<file path="src/rtl/mem_arbiter_if.sv">
// rtl/mem_arbiter_if.sv - requester and data_mem bus for mem_arbiter
// slave is the arbiter's view; master is the requesters' and data_mem's view.
interface mem_arbiter_if;
  logic       cpu_req;
  logic       cpu_w_en;
  logic [7:0] cpu_addr;
  logic [7:0] cpu_w_data;
  logic [7:0] cpu_r_data;
  logic       cpu_ack;
  logic       cpu_stall;

  logic       ext_req;
  logic       ext_w_en;
  logic [7:0] ext_addr;
  logic [7:0] ext_w_data;
  logic [7:0] ext_r_data;
  logic       ext_ack;

  logic [7:0] mem_addr;
  logic [7:0] mem_w_data;
  logic       mem_w_en;
  logic [7:0] mem_r_data;

  modport slave (
    input  cpu_req, cpu_w_en, cpu_addr, cpu_w_data,
    output cpu_r_data, cpu_ack, cpu_stall,
    input  ext_req, ext_w_en, ext_addr, ext_w_data,
    output ext_r_data, ext_ack,
    output mem_addr, mem_w_data, mem_w_en,
    input  mem_r_data
  );

  modport master (
    output cpu_req, cpu_w_en, cpu_addr, cpu_w_data,
    input  cpu_r_data, cpu_ack, cpu_stall,
    output ext_req, ext_w_en, ext_addr, ext_w_data,
    input  ext_r_data, ext_ack,
    input  mem_addr, mem_w_data, mem_w_en,
    output mem_r_data
  );
endinterface

</file>
<file path="src/rtl/mem_arbiter.sv">
// rtl/mem_arbiter.sv - round-robin arbiter sharing data_mem between cpu and ext
// Each access takes one GRANT and one ACK cycle.
module mem_arbiter (
  input logic   clock,
  input logic   reset,
  mem_arbiter_if.slave bus
);
  typedef enum logic [2:0] {
    IDLE      = 3'd0,
    GRANT_CPU = 3'd1,
    GRANT_EXT = 3'd2,
    ACK_CPU   = 3'd3,
    ACK_EXT   = 3'd4
  } state_t;

  localparam logic PORT_CPU = 1'b0;
  localparam logic PORT_EXT = 1'b1;

  state_t     state;
  logic       last_grant;
  logic       lat_w_en;
  logic [7:0] lat_addr;
  logic [7:0] lat_w_data;
  logic [7:0] cpu_r_data_q;
  logic [7:0] ext_r_data_q;
  logic       in_grant;

  always_ff @(posedge clock) begin
    if (reset) begin
      state        <= IDLE;
      last_grant   <= PORT_EXT;
      lat_w_en     <= 1'b0;
      lat_addr     <= 8'h00;
      lat_w_data   <= 8'h00;
      cpu_r_data_q <= 8'h00;
      ext_r_data_q <= 8'h00;
    end else begin
      case (state)
        IDLE: begin
          // On a tie the CPU wins only if EXT had the previous grant.
          if (bus.cpu_req && (!bus.ext_req || last_grant == PORT_EXT)) begin
            state      <= GRANT_CPU;
            last_grant <= PORT_CPU;
            lat_w_en   <= bus.cpu_w_en;
            lat_addr   <= bus.cpu_addr;
            lat_w_data <= bus.cpu_w_data;
          end else if (bus.ext_req) begin
            state      <= GRANT_EXT;
            last_grant <= PORT_EXT;
            lat_w_en   <= bus.ext_w_en;
            lat_addr   <= bus.ext_addr;
            lat_w_data <= bus.ext_w_data;
          end
        end
        GRANT_CPU: begin
          state <= ACK_CPU;
          if (!lat_w_en) cpu_r_data_q <= bus.mem_r_data;
        end
        GRANT_EXT: begin
          state <= ACK_EXT;
          if (!lat_w_en) ext_r_data_q <= bus.mem_r_data;
        end
        ACK_CPU, ACK_EXT: state <= IDLE;
        default: state <= IDLE;
      endcase
    end
  end

  // Write enable follows the state register so a write in flight is still presented under reset.
  assign in_grant       = (state == GRANT_CPU) || (state == GRANT_EXT);
  assign bus.mem_w_en   = in_grant & lat_w_en;
  assign bus.mem_addr   = lat_addr;
  assign bus.mem_w_data = lat_w_data;

  assign bus.cpu_ack    = (state == ACK_CPU);
  assign bus.ext_ack    = (state == ACK_EXT);
  assign bus.cpu_r_data = cpu_r_data_q;
  assign bus.ext_r_data = ext_r_data_q;
  assign bus.cpu_stall  = bus.cpu_req & ~bus.cpu_ack;
endmodule

</file>
<file path="src/flat_wrapper.sv">
// flat-port wrapper written by rule: the top's interface ports become plain ports
module mem_arbiter_flat 
  (clock, reset, bus_cpu_req, bus_cpu_w_en, bus_cpu_addr, bus_cpu_w_data, bus_cpu_r_data, bus_cpu_ack, bus_cpu_stall, bus_ext_req, bus_ext_w_en, bus_ext_addr, bus_ext_w_data, bus_ext_r_data, bus_ext_ack, bus_mem_addr, bus_mem_w_data, bus_mem_w_en, bus_mem_r_data);
  mem_arbiter_if bus_i ();
  input logic clock;
  input logic reset;
  input wire logic [$bits(bus_i.cpu_req)-1:0] bus_cpu_req;
  input wire logic [$bits(bus_i.cpu_w_en)-1:0] bus_cpu_w_en;
  input wire logic [$bits(bus_i.cpu_addr)-1:0] bus_cpu_addr;
  input wire logic [$bits(bus_i.cpu_w_data)-1:0] bus_cpu_w_data;
  output wire logic [$bits(bus_i.cpu_r_data)-1:0] bus_cpu_r_data;
  output wire logic [$bits(bus_i.cpu_ack)-1:0] bus_cpu_ack;
  output wire logic [$bits(bus_i.cpu_stall)-1:0] bus_cpu_stall;
  input wire logic [$bits(bus_i.ext_req)-1:0] bus_ext_req;
  input wire logic [$bits(bus_i.ext_w_en)-1:0] bus_ext_w_en;
  input wire logic [$bits(bus_i.ext_addr)-1:0] bus_ext_addr;
  input wire logic [$bits(bus_i.ext_w_data)-1:0] bus_ext_w_data;
  output wire logic [$bits(bus_i.ext_r_data)-1:0] bus_ext_r_data;
  output wire logic [$bits(bus_i.ext_ack)-1:0] bus_ext_ack;
  output wire logic [$bits(bus_i.mem_addr)-1:0] bus_mem_addr;
  output wire logic [$bits(bus_i.mem_w_data)-1:0] bus_mem_w_data;
  output wire logic [$bits(bus_i.mem_w_en)-1:0] bus_mem_w_en;
  input wire logic [$bits(bus_i.mem_r_data)-1:0] bus_mem_r_data;
  assign bus_i.cpu_req = bus_cpu_req;
  assign bus_i.cpu_w_en = bus_cpu_w_en;
  assign bus_i.cpu_addr = bus_cpu_addr;
  assign bus_i.cpu_w_data = bus_cpu_w_data;
  assign bus_cpu_r_data = bus_i.cpu_r_data;
  assign bus_cpu_ack = bus_i.cpu_ack;
  assign bus_cpu_stall = bus_i.cpu_stall;
  assign bus_i.ext_req = bus_ext_req;
  assign bus_i.ext_w_en = bus_ext_w_en;
  assign bus_i.ext_addr = bus_ext_addr;
  assign bus_i.ext_w_data = bus_ext_w_data;
  assign bus_ext_r_data = bus_i.ext_r_data;
  assign bus_ext_ack = bus_i.ext_ack;
  assign bus_mem_addr = bus_i.mem_addr;
  assign bus_mem_w_data = bus_i.mem_w_data;
  assign bus_mem_w_en = bus_i.mem_w_en;
  assign bus_i.mem_r_data = bus_mem_r_data;
  mem_arbiter u_core (.clock(clock), .reset(reset), .bus(bus_i));
endmodule
</file>
<file path="config.mk">
export PLATFORM = sky130hd
export DESIGN_NAME = mem_arbiter_flat
export DESIGN_NICKNAME = d
export VERILOG_FILES = /design/src/rtl/mem_arbiter_if.sv /design/src/rtl/mem_arbiter.sv /design/src/flat_wrapper.sv
export SDC_FILE = /design/constraint.sdc
export NUM_CORES = 1
export LEC_CHECK = 0
export CORE_ASPECT_RATIO = 0.6
export CORE_MARGIN = 5
export CORE_UTILIZATION = 42
export DETAILED_ROUTE_END_ITERATION = 7
export GPL_TIMING_DRIVEN = 0
export PLACE_DENSITY = 0.84
export SLEW_MARGIN = 0
export SYNTH_ARGS = -nofsm -noshare
export SYNTH_HDL_FRONTEND = slang
export SYNTH_SLANG_ARGS = --single-unit
</file>
<file path="constraint.sdc">
create_clock -name clock -period 3.52 [get_ports clock]
set_input_delay 0.704 -clock clock [delete_from_list [all_inputs] [get_ports clock]]
set_output_delay 0.704 -clock clock [all_outputs]
set_load 0.02 [all_outputs]
</file>
# Yosys cells after proc, flatten, opt, wreduce, memory -nomap -nowiden
# Cells that the tools add are included.
# W data, S select, Z words.
# word_totals
inputBits,46
wordCells,36
reg_bits,37
# classes
n_eq_ne,5
reduce_logical,9
muxes,11
bitwise,4
# op_table
op,count
$mux W8,4
$pmux W3 S3,1
$eq A3 B2 Y1 const B,2
$mux W3,2
$reduce_and A2 Y1,3
$mux W1,4
$eq A3 B1 Y1 const B,1
$eq A3 B3 Y1 const B,1
$logic_not A3 Y1,1
$ne A3 B2 Y1 const B,1
$and A1 B1 Y1,2
$logic_or A1 B1 Y1,2
$not A1 Y1,2
$reduce_bool A2 Y1,1
$logic_and A1 B1 Y1,1
$logic_not A1 Y1,1

# Depth between registers and ports, before layout
# Gate-level depths: netlist of the first run.
# logic_depth
word_depth,5
ltp_mapped,6
ltp_nobuf,3

# Least setup slack after synthesis of the first run
# Ideal clock, no wire load.
# synth_timing
path_type,input to register
from,input port reset
to,"register u_core.lat_addr[0], in the netlist u_core.bus.mem_addr[0]"
slack_ns,1.675
required_time_ns,3.417
n_path_buf,3
path_stages,5
arrival_time_ns,1.743
path_cell_list,clkbuf_1 or3_1 buf_6 buf_6 a222oi_1
# synth_rtl
item,line_no,rtl
start: declaration,flat_wrapper.sv:6,input logic reset;
end signal: assignment,mem_arbiter.sv:45,lat_addr <= bus.cpu_addr;
end signal: assignment,mem_arbiter.sv:51,lat_addr <= bus.ext_addr;
end: declaration,mem_arbiter.sv:22,logic [7:0] lat_addr;

# Worst setup path after layout of the first run
# layout_timing
from,input port bus_cpu_req
to,output port bus_cpu_stall
# layout_via
elab_chain_cells,1
# layout_rtl
item,line_no,rtl
start: declaration,flat_wrapper.sv:7,input wire logic [$bits(bus_i.cpu_req)-1:0] bus_cpu_req;
$and A1 B1 Y1,mem_arbiter.sv:79,assign bus.cpu_stall = bus.cpu_req & ~bus.cpu_ack;
end: declaration,flat_wrapper.sv:13,output wire logic [$bits(bus_i.cpu_stall)-1:0] bus_cpu_stall;
# Every way passes these cells.

==> results of run 1 <==
[cell families (layout without fill, tap and decap cells)]
| logic type | after synthesis | count (layout) |
|---|---|---|
| compound gates | 37 | 37 |
| xor+xnor | 1 | 1 |
| buf+inv | 48 | 136 |
| flops | 37 | 37 |
| simple gates | 70 | 70 |
[area by class of cell]
class | count | area [µm²]
sequential | 37 | 740.7
fill | 303 | 1127
buffer | 14 | 73.82
tap | 47 | 58.81
timing repair buffer | 80 | 800.8
clock inverter | 3 | 17.52
multi-input combinational | 108 | 664.4
inverter | 34 | 127.6
clock buffer | 5 | 68.82
[cell usage in the layout, fill, tap and decap left out, types with 2 or more instances in the layout]
cell	Yosys	routed
clkinv_2	0	2
nor3b_1	2	2
dfxtp_1	37	37
o21a_1	2	2
clkdlybuf4s50_1	0	80
inv_1	34	34
buf_2	5	5
nor2_1	4	4
nand2b_1	17	17
a21oi_1	16	16
buf_6	2	2
nand2_1	34	34
or4b_2	2	2
nor3_1	3	3
clkbuf_1	7	7
a222oi_1	16	16
nor4b_2	2	2
clkbuf_8	0	5
[final timing paths]
check	from	end	slack, ns	cells past startpoint
worst max-delay path	bus_cpu_req	bus_cpu_stall	0.70	4
worst min-delay path	u_core.bus.ext_r_data[2]	u_core.bus.ext_r_data[2]	0.46	2
worst max register to register	u_core.state[2]	u_core.bus.mem_w_data[6]	1.59	4
worst min register to register	u_core.bus.ext_r_data[2]	u_core.bus.ext_r_data[2]	0.46	2
[power by group through the flow]
stage / sequential, µW / combinational (µW) / clock (µW)
after global placement: 510 / 365 / 0
after global routing: 513 / 395 / 316
final: 504 / 370 / 283
after CTS: 505 / 371 / 292
after floorplan: 567 / 132 / 0
after detailed placement: 514 / 369 / 0
[stage by stage]
step	instance area [µm²]	setup slack (ns)	std cells
after floorplan	1607	1.675	193
after global placement	2466	0.7430	320
after detailed placement	2466	0.7534	320
after CTS	2552	0.7507	328
after global routing	2552	0.6454	328
final	2552	0.7002	328
[sequential cells by signal, summed over array words and instances, names as in the netlist]
name and count:
u_core.bus.mem_addr 8, u_core.state 3, u_core.lat_w_en 1, u_core.bus.mem_w_data 8
u_core.bus.ext_r_data 8, u_core.bus.cpu_r_data 8, u_core.last_grant 1
[routing by layer]
metal	vias to the layer above	part of all wire, %	GRT usage, %
met3	5	6.9	5.188
met5	-	0	0
met2	62	45	28.44
met4	0	0.71	5.172
met1	756	47	25.94
li1	819	-	-
[tightest hold or removal path, stage by stage (launching register included)]
cell     delay [ns]
dfxtp_1        0.31
nand2_1        0.05
a21oi_1        0.05
==> metrics.cfg, run 1 <==
[drt]
vias_per_cell = 5.006
ant_nets = 0
drt_wl_total_um = 4795
drc = 0
vias = 1642
drt_pass1_iterations = 4
drt_iter0_drc = 168
wl_per_cell_um = 14.62

[yosys]
synth_edf_count = 0
avgSynthCellArea_um2 = 8.324
syn_inst = 193
async_reset_ff_share_pct = 0
synth_top_family_by_area = simple AND/OR/NAND/NOR gates
syn_area_um2 = 1607
synth_compound_area_share_pct = 17.52
synthMuxAreaShare_pct = 0
synth-simple-area-share_pct = 23.29
yosysTopAreaCell = dfxtp_1
synth_top_area_share_pct = 46.11
synth-xor-area-share_pct = 0.5452
synth.most_common_cell = dfxtp_1
ys_warn_count = 0
synth_seq_cells = 37
synth_ff_type = dfxtp_1
synth_adder_area_share_pct = 0
ys_seq_area_share_pct = 46.11
yosys-top-cells-count = dfxtp_1 (37), inv_1 (34), nand2_1 (34)
yosysUniqueCellTypes = 25
synth_area_leaders = dfxtp_1 (46%), a222oi_1 (10%), inv_1 (7.9%)
synth_fp_nets = 239

[power_and_ir_drop]
powerDensity_nw_per_um2 = 453.2
switchingPower_uw = 356.1
pwr-share-clk_pct = 24.4
swShare_pct = 30.78
p_int_uw = 800.7
combPwrFrac_pct = 32.0
max-vdd-ir-drop_mv = 0.2753
power.total_uw = 1157
power_leakage_uw = 0.001031
p_seq_share_pct = 43.6

[placed_design]
port_buffers = 80
hpwl_um = 3814
place.gp.congestion = 0.8163

[grt]
grt_use_total_pct = 18.66
antenna_found_initial = 0
overflow = 0
grt_pass1_wl_um = 7900
first_global_vias = 1576
grt_start_max_net_pins = 13

[cts]
clk_pin_slew_ns = 0.07
clockBufferDepth = 2
cts_setup_buffers = 0
postCtsResizedCells = 0
cts_tree = yes
clock_latency_ns = 0.28
cts_hold_buffers = 0
numCtsBuffers = 5
clock_sinks = 37
h-tree-depth = 2
cts.root.buffer_cell = clkbuf_8

[floorplanning]
fp.dieH_um = 57.91
dieArea_um2 = 5202
core.rowCount = 17
dieWidth_um = 89.85
io_pins = 82
core_area_um2 = 3680
initial_core_util_pct = 43.66

[timing]
worst_slew_pin_slew_ns = 0.7497
hold_violations = 0
setup_violations = 0
tns_ns = 0
grt_setup_unrepaired = false
finClkSkew_ns = 0.004172
period_minus_slack_ns = 2.820
slew_headroom_pct = 49.64
slew_viol_final = 0
timing.fmax_mhz = 354.6
hold_slack_ns = 0.4564
finalCritPeriodShare_pct = 80.11

[cells_and_area]
syn_to_final_growth_pct = 58.88
drive_gt1_share_pct = 7.117
antenna_cells = 0
layout.nets = 326
final_util_pct = 69.36

[worst_setup_path]
cp_top_family = buffers and inverters
start_kind = input pin
slowest_delay_ns = 0.63
cp.required_ns = 2.82
path_cells = clkdlybuf4s50_1, inv_1, nor2_1, clkdlybuf4s50_1
cp_slowest_cell = clkdlybuf4s50_1
path_common_cell = clkdlybuf4s50_1
critPathKind = input pin to primary output
cp.arrival_ns = 2.12
end_kind = primary output
crit_path_max_fanout = 4
path_buf_inv = 3

[flow_run]
max-cap-violations = 0

[status]
status = finished, final reports clean

[hold_path]
hold_path_class = register to register

Note: power is estimated with default switching activity, not from simulation.
==> inputs of run 2 (changes only) <==
- CORE_UTILIZATION: 42 -> 35
- PLACE_DENSITY: 0.84 -> 0.75
- clock period: 3.52 -> 2.4 ns (I/O delays scaled with it)
==> run 2 against run 1 <==
Sequential share of layout area is 0.28 points lower. Largest cell class unchanged. Final cell count is 4.9% higher. Critical path depth is 1 lower. Die area is 17% higher. Wire length is 0.73% lower. First-iteration DRC count is 30% lower.
==> metrics.cfg, run 2 (same netlist as run 1, synthesis figures left out) <==
[floorplanning]
core_area_um2 = 4517  ; was 3680 µm²
fp.dieH_um = 62.48  ; was 57.91 µm
io_pins = 82  ; unchanged
dieWidth_um = 97.47  ; was 89.85 µm
core.rowCount = 19  ; was 17
initial_core_util_pct = 35.57  ; was 43.66%
dieArea_um2 = 6090  ; was 5202 µm²

[timing]
worst_slew_pin_slew_ns = 0.7402  ; was 0.7497 ns
setup_violations = 0  ; unchanged
finClkSkew_ns = 0.007008  ; was 0.004172 ns
period_minus_slack_ns = 2.215
tns_ns = 0  ; unchanged
hold_violations = 0  ; unchanged
timing.fmax_mhz = 451.4
slew_headroom_pct = 50.27  ; was 49.64%
grt_setup_unrepaired = false  ; unchanged
slew_viol_final = 0  ; unchanged
finalCritPeriodShare_pct = 92.31

[cells_and_area]
final_cell_mix = clkdlybuf4s50_1 (78), dfxtp_1 (37), nand2_1 (34), inv_1 (34), nand2b_1 (17)  ; was clkdlybuf4s50_1 (80), dfxtp_1 (37), nand2_1 (34), inv_1 (34), nand2b_1 (17)
instances_no_fill = 344  ; was 328
layout.nets = 326  ; unchanged
drive_gt1_share_pct = 7.117  ; unchanged
antenna_cells = 0  ; unchanged
final_util_pct = 57.06  ; was 69.36%
fillers = 438  ; was 303
syn_to_final_growth_pct = 60.44  ; was 58.88%
final_common_cell = clkdlybuf4s50_1  ; unchanged

[drt]
vias_per_cell = 4.695  ; was 5.006
wl_per_cell_um = 13.84  ; was 14.62 µm
drt_wl_total_um = 4760  ; was 4795 µm
ant_nets = 0  ; unchanged
drt_pass1_iterations = 4  ; unchanged
drc = 0  ; unchanged
drt_iter0_drc = 118  ; was 168
vias = 1615  ; was 1642

[grt]
first_global_vias = 1570  ; was 1576
overflow = 0  ; unchanged
grt_pass1_wl_um = 7672  ; was 7900 µm
antenna_found_initial = 0  ; unchanged
grt_use_total_pct = 15.34  ; was 18.66%
grt_start_max_net_pins = 13  ; unchanged

[worst_setup_path]
critPathKind = register to primary output  ; was input pin to primary output
cp.required_ns = 1.92  ; was 2.82 ns
end_kind = primary output  ; unchanged
slowest_delay_ns = 0.65  ; was 0.63 ns
start_kind = register  ; was input pin
path_buf_inv = 2  ; was 3
cp_top_family = buffers and inverters  ; unchanged
cp_slowest_cell = clkdlybuf4s50_1  ; unchanged
path_cells = buf_2, nor3b_1, clkdlybuf4s50_1  ; was clkdlybuf4s50_1, inv_1, nor2_1, clkdlybuf4s50_1
crit_path_max_fanout = 10  ; was 4
cp.arrival_ns = 1.74  ; was 2.12 ns

[cts]
clk_pin_slew_ns = 0.07  ; about the same
cts_hold_buffers = 0  ; unchanged
cts_tree = yes  ; unchanged
clock_latency_ns = 0.29  ; was 0.28 ns
h-tree-depth = 2  ; unchanged
cts.root.buffer_cell = clkbuf_8  ; unchanged
clockBufferDepth = 2  ; unchanged
cts_setup_buffers = 0  ; unchanged
clock_sinks = 37  ; unchanged
numCtsBuffers = 5  ; unchanged
postCtsResizedCells = 0  ; unchanged

[flow_run]
max-cap-violations = 0  ; unchanged

[power_and_ir_drop]
power_leakage_uw = 0.001058  ; was 0.001031 µW
max-vdd-ir-drop_mv = 0.3830  ; was 0.2753 mV
powerDensity_nw_per_um2 = 660.3  ; was 453.2 nW/µm²

[placed_design]
dp_cells = 336  ; was 320
port_buffers = 80  ; unchanged
place.gp.congestion = 0.7447  ; was 0.8163
hpwl_um = 3676  ; was 3814 µm

[status]
status = finished, final reports clean  ; unchanged

[hold_path]
hold_path_class = register to register  ; unchanged

## run 2: cell count changes in the layout (fill, tap and decap cells not counted), sizes merged
cell           delta
clkdlybuf4s50     -2
dlymetal6s2s      +2
## run 2: tightest hold or removal path, stage by stage, from the launching register on
cell	delay, ns
dfxtp_1	0.31
nand2_1	0.05
a21oi_1	0.05
## run 2: metrics by stage
| step | total power, µW | cell area [µm²] | hold slack (ns) | setup WS [ns] |
|---|---|---|---|---|
| after floorplan | 1024 | 1607 | 0.4733 | 0.7541 |
| after global placement | 1283 | 2486 | 0.4431 | 0.06714 |
| after detailed placement | 1293 | 2486 | 0.4492 | 0.05033 |
| after CTS | 1719 | 2572 | 0.4610 | 0.04412 |
| after global routing | 1793 | 2577 | 0.4770 | 0.07787 |
| final | 1702 | 2577 | 0.4579 | 0.1846 |
## run 2: worst paths after layout
| path | startpoint | slack, ns | cells past startpoint | end |
|---|---|---|---|---|
| worst max-delay path | u_core.state[2] | 0.18 | 3 | bus_ext_ack |
| worst min-delay path | u_core.bus.ext_r_data[4] | 0.46 | 2 | u_core.bus.ext_r_data[4] |
| worst min register to register | u_core.bus.ext_r_data[4] | 0.46 | 2 | u_core.bus.ext_r_data[4] |
| worst max register to register | u_core.state[0] | 0.50 | 4 | u_core.bus.mem_addr[7] |
## run 2: layout make-up
class                      count  area [µm²]  area share, %
timing repair buffer          80       805.8          31.26
sequential                    37       740.7          28.74
multi-input combinational    108       664.4          25.78
inverter                      34       127.6          4.951
tap                           63       78.83          3.058
buffer                        14       73.82          2.864
clock buffer                   5       68.82          2.670
clock inverter                 3       17.52         0.6796
## run 2: where the power goes
| group | total [µW] | internal [µW] | switching [µW] | leakage, µW |
|---|---|---|---|---|
| clock | 426 | 200 | 226 | 0.0000439 |
| combinational | 537 | 280 | 257 | 0.000709 |
| sequential | 738 | 693 | 44.8 | 0.000305 |
| total | 1700 | 1170 | 528 | 0.00106 |
## run 2: per-layer routing
layer / wire length [µm] / track usage, %
met5: 0 / 0
met4: 34 / 4.145
met1: 2370 / 21.47
met3: 287 / 4.236
met2: 2068 / 23.12
==> inputs of run 3 (changes only) <==
- CORE_UTILIZATION: 35 -> 37
- CTS_BUF_LIST: not set -> sky130_fd_sc_hd__clkbuf_4
- PLACE_DENSITY: 0.75 -> 0.78
==> run 3 against run 2 <==
Sequential power barely moved. Critical path depth rose by 1. Global-route usage rose by 1.6 points. Largest power group unchanged. Critical endpoint is now bus_cpu_stall. Register-to-register slack got worse by 0.06 ns. Non-clock buffer count did not move.
==> metrics.cfg, run 3 (same netlist as run 1, synthesis figures left out) <==
[cells_and_area]
antenna_cells = 0  ; unchanged
fillers = 388  ; was 438
seq_area_um2 = 740.7  ; unchanged
multiInputGateArea_um2 = 664.4  ; unchanged
drive_gt1_share_pct = 7.117  ; unchanged
final_cell_mix = clkdlybuf4s50_1 (79), dfxtp_1 (37), nand2_1 (34), inv_1 (34), nand2b_1 (17)  ; was clkdlybuf4s50_1 (78), dfxtp_1 (37), nand2_1 (34), inv_1 (34), nand2b_1 (17)
final_common_cell = clkdlybuf4s50_1  ; unchanged
syn_to_final_growth_pct = 58.10  ; was 60.44%
layout.nets = 326  ; unchanged
final_util_pct = 61.29  ; was 57.06%

[cts]
clock_latency_ns = 0.34  ; was 0.29 ns
h-tree-depth = 2  ; unchanged
postCtsResizedCells = 0  ; unchanged
cts_hold_buffers = 0  ; unchanged
cts.root.buffer_cell = clkbuf_4  ; was clkbuf_8
clock_sinks = 37  ; unchanged
cts_setup_buffers = 0  ; unchanged
cts_tree = yes  ; unchanged
numCtsBuffers = 5  ; unchanged
clockBufferDepth = 2  ; unchanged
clk_pin_slew_ns = 0.11  ; was 0.07 ns

[worst_setup_path]
path_common_cell = clkdlybuf4s50_1
end_kind = primary output  ; unchanged
cp.required_ns = 1.92  ; about the same
regToRegSetupSlack_ns = 0.44  ; was 0.50 ns
crit_path_max_fanout = 4  ; was 10
slowest_delay_ns = 0.63  ; was 0.65 ns
r2r_end = u_core.bus.mem_w_data[5]  ; was u_core.bus.mem_addr[7]
cp_top_family = buffers and inverters  ; unchanged
start_kind = input pin  ; was register
cp_slowest_cell = clkdlybuf4s50_1  ; unchanged
rr_startpoint = u_core.state[2]  ; was u_core.state[0]
cp.arrival_ns = 1.86  ; was 1.74 ns
critPathKind = input pin to primary output  ; was register to primary output
path_buf_inv = 3  ; was 2
path_cells = clkdlybuf4s50_1, inv_1, nor2_1, clkdlybuf4s50_1  ; was buf_2, nor3b_1, clkdlybuf4s50_1
reg2reg_depth = 4  ; unchanged

[timing]
period_minus_slack_ns = 2.340  ; was 2.215 ns
hold_violations = 0  ; unchanged
timing.fmax_mhz = 427.4  ; was 451.4 MHz
grt_setup_unrepaired = false  ; unchanged
finClkSkew_ns = 0.01293  ; was 0.007008 ns
slew_headroom_pct = 50.64  ; was 50.27%
finalCritPeriodShare_pct = 97.50  ; was 92.31%
worst_slew_pin_slew_ns = 0.7347  ; was 0.7402 ns
slew_viol_final = 0  ; unchanged
setup_violations = 0  ; unchanged

[power_and_ir_drop]
powerDensity_nw_per_um2 = 634.5  ; was 660.3 nW/µm²
power.total_uw = 1612  ; was 1702 µW
power_leakage_uw = 0.001040  ; was 0.001058 µW
max-vdd-ir-drop_mv = 0.3033  ; was 0.3830 mV

[drt]
drt_pass1_iterations = 6  ; was 4
drt_wl_total_um = 5023  ; was 4760 µm
ant_nets = 0  ; unchanged
drc = 0  ; unchanged
drt_iter0_drc = 139  ; was 118
wl_per_cell_um = 14.73  ; was 13.84 µm
vias = 1622  ; was 1615
vias_per_cell = 4.757  ; was 4.695

[grt]
grt_use_total_pct = 16.97  ; was 15.34%
overflow = 0  ; unchanged
antenna_found_initial = 0  ; unchanged
first_global_vias = 1569  ; was 1570
grt_pass1_wl_um = 7686  ; was 7672 µm
grt_start_max_net_pins = 12  ; was 13

[status]
status = finished, final reports clean  ; unchanged

[hold_path]
hp-start = u_core.bus.cpu_r_data[0]  ; was u_core.bus.ext_r_data[4]
min_to = u_core.bus.cpu_r_data[0]  ; was u_core.bus.ext_r_data[4]
whs_path_depth = 2  ; unchanged
hold_path_class = register to register  ; unchanged

[placed_design]
port_buffers = 80  ; unchanged
hpwl_um = 3909  ; was 3676 µm
place.gp.congestion = 0.7728  ; was 0.7447

[floorplanning]
dieArea_um2 = 5803  ; was 6090 µm²
core.rowCount = 18  ; was 19
dieWidth_um = 95.07  ; was 97.47 µm
io_pins = 82  ; unchanged
core_area_um2 = 4144  ; was 4517 µm²
initial_core_util_pct = 38.77  ; was 35.57%
fp.dieH_um = 61.04  ; was 62.48 µm

[flow_run]
max-cap-violations = 0  ; unchanged

run 3: cell count changes in the layout (fill, tap and decap cells not counted):
| cell | change |
|---|---|
| clkbuf_4 | +6 |
| clkbuf_8 | -5 |
| clkdlybuf4s50_1 | +1 |
| clkinvlp_4 | -1 |
| dlymetal6s2s_1 | -1 |
run 3: layout make-up:
cell class	count	share of cell area [%]
Clock buffer	6	1.773
Multi-Input combinational cell	108	26.16
Tap cell	60	2.956
Clock inverter	2	0.3941
Buffer	14	2.906
Sequential cell	37	29.16
Timing Repair Buffer	80	31.63
Inverter	34	5.025
run 3: stage by stage:
step | hold WS [ns] | instances | TNS [ns] | instance area (µm²) | setup slack [ns]
finish | 0.4613 | 341 | 0 | 2540 | 0.06001
global route | 0.4802 | 341 | 0 | 2540 | 0.03483
CTS | 0.4630 | 341 | 0 | 2537 | 0.04541
detailed placement | 0.4483 | 333 | -0.007542 | 2482 | -0.007542
global placement | 0.4433 | 333 | 0 | 2482 | 0.07706
floorplan | 0.4733 | 193 | 0 | 1607 | 0.7541
run 3: tightest hold or removal path: cells and delay by family (launching register included):
kind / cells / cell delay (ns)
AOI/OAI and AO/OA: 1 / 0.05
DFF: 1 / 0.32
and+or+nand+nor: 1 / 0.05
run 3: worst max path at each step:
stage / start / end / slack, ns / cells past startpoint
6_report: bus_cpu_req / bus_cpu_stall / 0.06 / 4
5_1_grt: bus_cpu_req / bus_cpu_stall / 0.03 / 4
4_1_cts: u_core.state[0] / bus_mem_w_en / 0.05 / 4
3_5_place_dp: bus_ext_req / u_core.bus.mem_w_data[5] / -0.008 / 6
3_3_place_gp: bus_cpu_req / u_core.bus.mem_addr[0] / 0.08 / 5
2_1_floorplan: u_core.state[2] / u_core.bus.mem_addr[0] / 0.75 / 5
run 3: power by group:
| group | internal (µW) | switching [µW] |
|---|---|---|
| Combinational | 280 | 264 |
| Clock | 123 | 205 |
| Sequential | 693 | 45.9 |
| Total | 1100 | 515 |
run 3: routing by layer:
metal,share of wire [%],vias to the layer above,routed length [µm],track usage (%)
met2,46,56,2298,27.56
met4,1.0,0,51,4.928
met1,47,742,2336,23.01
met5,0,-,0,0
li1,-,818,-,-
met3,6.7,6,336,3.785
